<file path="src/rtl/pcm_to_pwm_mc_if.sv">
// ---------------------------------------------------------------------------
// pcm_to_pwm_mc_if
//
// Purpose:
//   Sample handshake bundle between the FM/PSG mixer (master) and the
//   multi-channel PCM-to-1-bit modulator (slave). A sample set moves across
//   in the cycle where valid and ready are both high.
//
// Signals:
//   pcm    NCH*DW  packed samples, channel k at bits [k*DW +: DW]
//   valid  1       pcm holds a new sample set (driven by the master)
//   ready  1       modulator shadow buffer is empty (driven by the slave)
//
// Modports:
//   master  drives pcm/valid, observes ready
//   slave   observes pcm/valid, drives ready
// ---------------------------------------------------------------------------
interface pcm_to_pwm_mc_if #(
  parameter int NCH = 2,
  parameter int DW  = 16
);

  logic [NCH*DW-1:0] pcm;
  logic              valid;
  logic              ready;

  modport master (
    output pcm,
    output valid,
    input  ready
  );

  modport slave (
    input  pcm,
    input  valid,
    output ready
  );

endinterface

</file>
<file path="src/rtl/pcm_to_pwm_mc.sv">
// ---------------------------------------------------------------------------
// pcm_to_pwm_mc
//
// Purpose:
//   Multi-channel PCM-to-1-bit audio modulator. Each channel turns the top
//   CW bits of its PCM sample into a duty value and drives a registered
//   1-bit output, either as plain PWM over a 2^CW-clock period or as a
//   first-order sigma-delta bit stream. New samples arrive through a
//   valid/ready handshake into a shadow buffer and only become active at a
//   period boundary, so a period is never cut short by a duty change.
//
// Parameters:
//   NCH        number of channels
//   DW         PCM sample width per channel
//   CW         modulator resolution; one period lasts 2^CW clocks
//   SIGNED_IN  1 = two's-complement samples, 0 = unsigned samples
//
// Ports:
//   clk             system clock
//   rst             synchronous active-high reset
//   pcm_bus         sample handshake (slave side): pcm, valid, ready
//   mode_i          0 = PWM, 1 = sigma-delta; taken at period boundary only
//   pwm_o           registered 1-bit outputs, one per channel
//   period_start_o  pulse in the cycle the first bit of a period appears
//   underrun_o      pulse after a boundary that found no pending sample
// ---------------------------------------------------------------------------
module pcm_to_pwm_mc #(
  parameter int NCH       = 2,
  parameter int DW        = 16,
  parameter int CW        = 8,
  parameter bit SIGNED_IN = 1'b1
) (
  input  logic                  clk,
  input  logic                  rst,
  pcm_to_pwm_mc_if.slave        pcm_bus,
  input  logic                  mode_i,
  output logic [NCH-1:0]        pwm_o,
  output logic                  period_start_o,
  output logic                  underrun_o
);

  // Midscale duty is silence: half the period high in PWM mode and a
  // 50 % ones density in sigma-delta mode.
  localparam logic [CW-1:0] MIDSCALE = {1'b1, {(CW-1){1'b0}}};

  // ------------------------------------------------------------------------
  // State
  // ------------------------------------------------------------------------
  logic [CW-1:0]           counter_q,     counter_d;
  logic                    shadowFull_q,  shadowFull_d;
  logic [NCH-1:0][CW-1:0]  shadow_q,      shadow_d;
  logic [NCH-1:0][CW-1:0]  duty_q,        duty_d;
  logic [NCH-1:0][CW-1:0]  acc_q,         acc_d;
  logic                    mode_q,        mode_d;
  logic [NCH-1:0]          pwm_q,         pwm_d;
  logic                    periodStart_q, periodStart_d;
  logic                    underrun_q,    underrun_d;

  // ------------------------------------------------------------------------
  // Combinational helpers
  // ------------------------------------------------------------------------
  logic                    boundary;
  logic                    pcmReady;
  logic                    transfer;
  logic                    modeChange;
  logic [NCH-1:0][CW-1:0]  dutyIn;
  logic [NCH-1:0][CW:0]    sdSum;

  // The last count of a period is where the active duty and mode are
  // swapped, so the very next count (0) already runs with the new values.
  assign boundary = (counter_q == {CW{1'b1}});

  // Ready is forced low while reset is held so no sample can slip into a
  // shadow buffer that is about to be cleared.
  assign pcmReady       = !shadowFull_q && !rst;
  assign pcm_bus.ready  = pcmReady;
  assign transfer       = pcm_bus.valid && pcmReady;

  // The accumulators only restart when the output flavour really changes;
  // re-selecting the same mode keeps the bit stream continuous.
  assign modeChange = boundary && (mode_i != mode_q);

  // Each channel's duty is the top CW bits of its sample. For signed input
  // the MSB is flipped, which maps two's complement onto offset binary
  // (most negative -> 0, zero -> midscale, most positive -> all ones).
  // Lower sample bits are truncated, not rounded.
  always_comb begin
    dutyIn = '0;
    for (int k = 0; k < NCH; k++) begin
      dutyIn[k] = pcm_bus.pcm[k*DW + DW - CW +: CW];
      if (SIGNED_IN) begin
        dutyIn[k][CW-1] = ~dutyIn[k][CW-1];
      end
    end
  end

  // The bits below the duty resolution are intentionally discarded; they
  // are folded into a dummy signal so the truncation reads as deliberate.
  generate
    if (DW > CW) begin : g_truncated
      logic unusedLowBits;
      always_comb begin
        unusedLowBits = 1'b0;
        for (int k = 0; k < NCH; k++) begin
          unusedLowBits = unusedLowBits ^ (^pcm_bus.pcm[k*DW +: DW-CW]);
        end
      end
    end
  endgenerate

  // ------------------------------------------------------------------------
  // Period counter, shadow buffer and active duty/mode.
  // The boundary consumes whatever was in the shadow before this cycle.
  // A transfer is only possible while the shadow is empty, so a transfer
  // in the boundary cycle fills the shadow for the following boundary and
  // never reaches the active duty directly.
  // ------------------------------------------------------------------------
  always_comb begin
    counter_d     = counter_q + 1'b1;
    shadowFull_d  = shadowFull_q;
    shadow_d      = shadow_q;
    duty_d        = duty_q;
    mode_d        = mode_q;
    underrun_d    = boundary && !shadowFull_q;
    periodStart_d = (counter_q == '0);

    if (boundary) begin
      mode_d = mode_i;
      if (shadowFull_q) begin
        duty_d       = shadow_q;
        shadowFull_d = 1'b0;
      end
    end

    if (transfer) begin
      shadow_d     = dutyIn;
      shadowFull_d = 1'b1;
    end
  end

  // ------------------------------------------------------------------------
  // Per-channel modulators.
  // Sigma-delta: the accumulator keeps the low CW bits of acc + duty and the
  // carry out of that sum becomes the output bit, so the carry register of
  // the (CW+1)-bit accumulator is the output flop itself. The accumulators
  // run in PWM mode too; they are cleared when the mode flips, which lines
  // the sigma-delta stream up with the period start.
  // PWM: output is high while the counter is below the duty.
  // ------------------------------------------------------------------------
  always_comb begin
    sdSum = '0;
    acc_d = acc_q;
    pwm_d = '0;
    for (int k = 0; k < NCH; k++) begin
      sdSum[k] = {1'b0, acc_q[k]} + {1'b0, duty_q[k]};
      acc_d[k] = modeChange ? '0 : sdSum[k][CW-1:0];
      pwm_d[k] = mode_q ? sdSum[k][CW] : (counter_q < duty_q[k]);
    end
  end

  // ------------------------------------------------------------------------
  // State registers with synchronous reset. Reset drops any pending shadow
  // sample and returns every channel to midscale silence in PWM mode.
  // ------------------------------------------------------------------------
  always_ff @(posedge clk) begin
    if (rst) begin
      counter_q     <= '0;
      shadowFull_q  <= 1'b0;
      shadow_q      <= {NCH{MIDSCALE}};
      duty_q        <= {NCH{MIDSCALE}};
      acc_q         <= '0;
      mode_q        <= 1'b0;
      pwm_q         <= '0;
      periodStart_q <= 1'b0;
      underrun_q    <= 1'b0;
    end else begin
      counter_q     <= counter_d;
      shadowFull_q  <= shadowFull_d;
      shadow_q      <= shadow_d;
      duty_q        <= duty_d;
      acc_q         <= acc_d;
      mode_q        <= mode_d;
      pwm_q         <= pwm_d;
      periodStart_q <= periodStart_d;
      underrun_q    <= underrun_d;
    end
  end

  assign pwm_o          = pwm_q;
  assign period_start_o = periodStart_q;
  assign underrun_o     = underrun_q;

endmodule

</file>
<file path="src/flat_wrapper.sv">
// flat-port wrapper written by rule: the top's interface ports become plain ports
module pcm_to_pwm_mc_flat 
#(
  parameter int NCH       = 2,
  parameter int DW        = 16,
  parameter int CW        = 8,
  parameter bit SIGNED_IN = 1'b1
)
  (clk, rst, mode_i, pwm_o, period_start_o, underrun_o, pcm_bus_pcm, pcm_bus_valid, pcm_bus_ready);
  pcm_to_pwm_mc_if #(.NCH(NCH), .DW(DW)) pcm_bus_i ();
  input  logic clk;
  input  logic rst;
  input  logic mode_i;
  output logic [NCH-1:0] pwm_o;
  output logic period_start_o;
  output logic underrun_o;
  input wire logic [$bits(pcm_bus_i.pcm)-1:0] pcm_bus_pcm;
  input wire logic [$bits(pcm_bus_i.valid)-1:0] pcm_bus_valid;
  output wire logic [$bits(pcm_bus_i.ready)-1:0] pcm_bus_ready;
  assign pcm_bus_i.pcm = pcm_bus_pcm;
  assign pcm_bus_i.valid = pcm_bus_valid;
  assign pcm_bus_ready = pcm_bus_i.ready;
  pcm_to_pwm_mc #(.NCH(NCH), .DW(DW), .CW(CW), .SIGNED_IN(SIGNED_IN)) u_core (.clk(clk), .rst(rst), .pcm_bus(pcm_bus_i), .mode_i(mode_i), .pwm_o(pwm_o), .period_start_o(period_start_o), .underrun_o(underrun_o));
endmodule
</file>
<file path="config.mk">
export PLATFORM = sky130hd
export DESIGN_NAME = pcm_to_pwm_mc_flat
export DESIGN_NICKNAME = d
export VERILOG_FILES = /design/src/rtl/pcm_to_pwm_mc_if.sv /design/src/rtl/pcm_to_pwm_mc.sv /design/src/flat_wrapper.sv
export SDC_FILE = /design/constraint.sdc
export NUM_CORES = 1
export LEC_CHECK = 0
export BUFFER_PORTS_ARGS = -buffer_cell sky130_fd_sc_hd__buf_4
export CORE_MARGIN = 1
export CORE_UTILIZATION = 62
export CTS_CLUSTER_SIZE = 25
export DETAILED_ROUTE_END_ITERATION = 8
export HOLD_SLACK_MARGIN = 0.08
export PLACE_DENSITY_LB_ADDON = 0.3
export SYNTH_ARGS = -nofsm -noshare
export SYNTH_HDL_FRONTEND = slang
export SYNTH_SLANG_ARGS = --single-unit
</file>
<file path="constraint.sdc">
create_clock -name clk -period 4.09 [get_ports clk]
set_clock_uncertainty 0.15 [all_clocks]
set_input_delay 0.2045 -clock clk [delete_from_list [all_inputs] [get_ports clk]]
set_output_delay 0.2045 -clock clk [all_outputs]
set_load 0.02 [all_outputs]
</file>
==> reports/results.tsv <==
metric	value	unit
outcome	completed	
grt_first_pass_wirelength	11100	µm
rsz0062_at_grt	false	
place_inst	435	
cts-hold-fix-buffers	17	
start_util	0.653	
die_w	72.7	µm
firstDrtPassIters	4	
cts_root_buf	clkbuf_8	
drive_gt1_frac	0.103	
final_cell_area	0.00363	mm²
synth_ff_type	dfxtp_1	
highest_layer	met4	
finalHoldViolCount	0	
synth-seq-cells	62	
cts_setup_buffers	0	
power.density	348	mW/mm²
fin_util	0.763	
ys_seq_area_frac	0.400	
crit_type	flip-flop to flip-flop	
htreeDepth	3	
drt-met1-wl	2980	µm
period_share	0.533	
cts_buffers	9	
vdd_drop_max	0.251	mV
worstPathArrival	2.24	ns
placed_area	0.00327	mm²
std_cell_rows	25	
worst_pin_slew	0.921	ns
setup-tns-final	0	ns
wl_met3	246	µm
post_synth_num_cell_types	39	
yosys_warnings	0	
pre_cts_slack	1.99	ns
antenna_cells	0	
grt_remaining_overflow	0	
clk_pin_slew	0.07	ns
fin_nets	466	
hp-class	primary input to flip-flop	
fillers	330	
cp-start-kind	flip-flop	
netlist_area	0.00310	mm²
insertion_delay	0.34	ns
grt_pass1_vias	2475	
io_buffers	24	
worst_setup_path_end_kind	flip-flop	
crit_fanout	20	
max_slew_margin	0.386	
setup_viol_count_final	0	
synth_edf_count	0	
synthToLayoutAreaGrowth	16.9	%
power_leakage	1.50	nW
worst_slack	1.91	ns
die_h	72.7	µm
clock-sinks	62	
max_freq	458	MHz
hpwl	4060	µm
netlist_instances	358	
wl_per_cell	14.0	µm
fin_cells	467	
drv_slew	0	
drt_iter0_drc	198	
io_pins	41	
power.total	1.26	mW
period_needed	2.18	ns
clockBufferDepth	2	
maxCapViolCount	0	
route.met2.wl	3190	µm
hold_slack	0.141	ns
dieArea	0.00529	mm²
async_reset_ff_frac	0	
synth.avg_cell_area	8.67	µm²
gp_congestion	0.804	
antenna_found_initial	0	
vias_per_cell	5.54	
ant_nets	0	
required	4.15	ns
drcViolationCount	0	
core	0.00475	mm²
synth_fp_nets	428	
ctsResizeCount	0	
vias	2589	
grt_usage	0.278	
routed_wl	6540	µm
grt_max_degree	50	
cts_tree	yes	
## cell families (layout without fill, tap and decap cells)
| logic type | Yosys count | count (layout) | synth area share |
|---|---|---|---|
| flip-flops | 62 | 62 | 0.400 |
| AO/OA/AOI/OAI | 78 | 78 | 0.150 |
| buffers and inverters | 38 | 80 | 0.0625 |
| multiplexers | 1 | 1 | 0.00323 |
| adder cells (fa/ha/maj) | 34 | 34 | 0.142 |
| AND/OR/NAND/NOR | 130 | 130 | 0.200 |
| XOR/XNOR | 15 | 15 | 0.0423 |
## flip-flops by register name, indices dropped and copies added, names as in the netlist
signal and flops:
u_core.period_start_o 1, u_core.shadow_q 16, u_core.shadowFull_q 1, u_core.underrun_o 1, u_core.pwm_o 2, u_core.duty_q 16
u_core.mode_q 1, u_core.counter_q 8, u_core.acc_q 16
## critical path, stage by stage (launching register included)
cell     delay (ns)
dfxtp_1        0.42
ha_1           0.27
nand3_1        0.14
nor2_1         0.12
buf_4          0.25
nand2_1        0.36
nand2_1        0.23
a21oi_1        0.10
## synth_stat cells (3+ instances only)
library cell	n	area, µm²
a211oi_1	6	45.0
a21o_1	5	37.5
a21oi_1	27	135
a31oi_1	3	18.8
buf_2	4	20.0
buf_6	3	33.8
clkbuf_1	5	18.8
dfxtp_1	62	1240
ha_1	32	400
inv_1	23	86.3
nand2_1	35	131
nand2b_1	19	119
nand3_1	21	105
nor2_1	32	120
nor2b_1	4	25.0
nor3_1	8	40.0
o21ai_0	26	130
o21bai_1	3	22.5
xor2_1	13	114
## cells in the final DEF (no fill, tap or decap), drive strengths merged
| cell | count |
|---|---|
| nor4 | 2 |
| ha | 32 |
| inv | 23 |
| fa | 2 |
| a211oi | 6 |
| o21bai | 3 |
| a31oi | 3 |
| and4b | 1 |
| clkbuf | 11 |
| bufinv | 1 |
| dlygate4sd3 | 17 |
| nand4 | 2 |
| o211ai | 1 |
| mux2i | 1 |
| o221ai | 1 |
| dfxtp | 62 |
| buf | 25 |
| a32o | 1 |
| nand2 | 35 |
| and2 | 1 |
| nand3b | 2 |
| clkinv | 2 |
| nor2 | 32 |
| nor3 | 8 |
| nand2b | 19 |
| a211o | 2 |
| xor2 | 13 |
| a21boi | 1 |
| o21ai | 26 |
| nor2b | 4 |
| and3 | 1 |
| a2111oi | 1 |
| clkinvlp | 1 |
| a21oi | 27 |
| a21o | 6 |
| nand3 | 21 |
| or3 | 2 |
| xnor2 | 2 |
## per-layer routing
metal | GRT usage | up-vias
li1 | - | 1300
met3 | 0.0649 | 11
met5 | 0 | -
met1 | 0.351 | 1218
met2 | 0.467 | 60
met4 | 0.0959 | 0
## power breakdown
| group | switching, mW | internal (mW) | total (mW) |
|---|---|---|---|
| Clock | 0.235 | 0.293 | 0.528 |
| Combinational | 0.0437 | 0.0474 | 0.0911 |
| Sequential | 0.0184 | 0.624 | 0.642 |
## area by class of cell
class / count / area (µm²) / area share
sequential: 62 / 1240 / 0.342
tap: 67 / 83.8 / 0.0231
multi-input combinational: 258 / 1670 / 0.460
inverter: 23 / 86.3 / 0.0238
clock buffer: 11 / 141 / 0.0390
timing repair buffer: 42 / 358 / 0.0987
clock inverter: 4 / 47.5 / 0.0131
## path summary, 6_finish.rpt
kind | start | to | slack, ns | cells after the start
setup / recovery | u_core.counter_q[1] | u_core.duty_q[2] | 1.91 | 7
hold / removal | rst | u_core.counter_q[6] | 0.14 | 2
setup reg to reg | u_core.counter_q[1] | u_core.duty_q[2] | 1.91 | 7
hold reg to reg | u_core.shadow_q[3] | u_core.duty_q[3] | 0.31 | 2
Note: power is estimated with default switching activity, not from simulation.
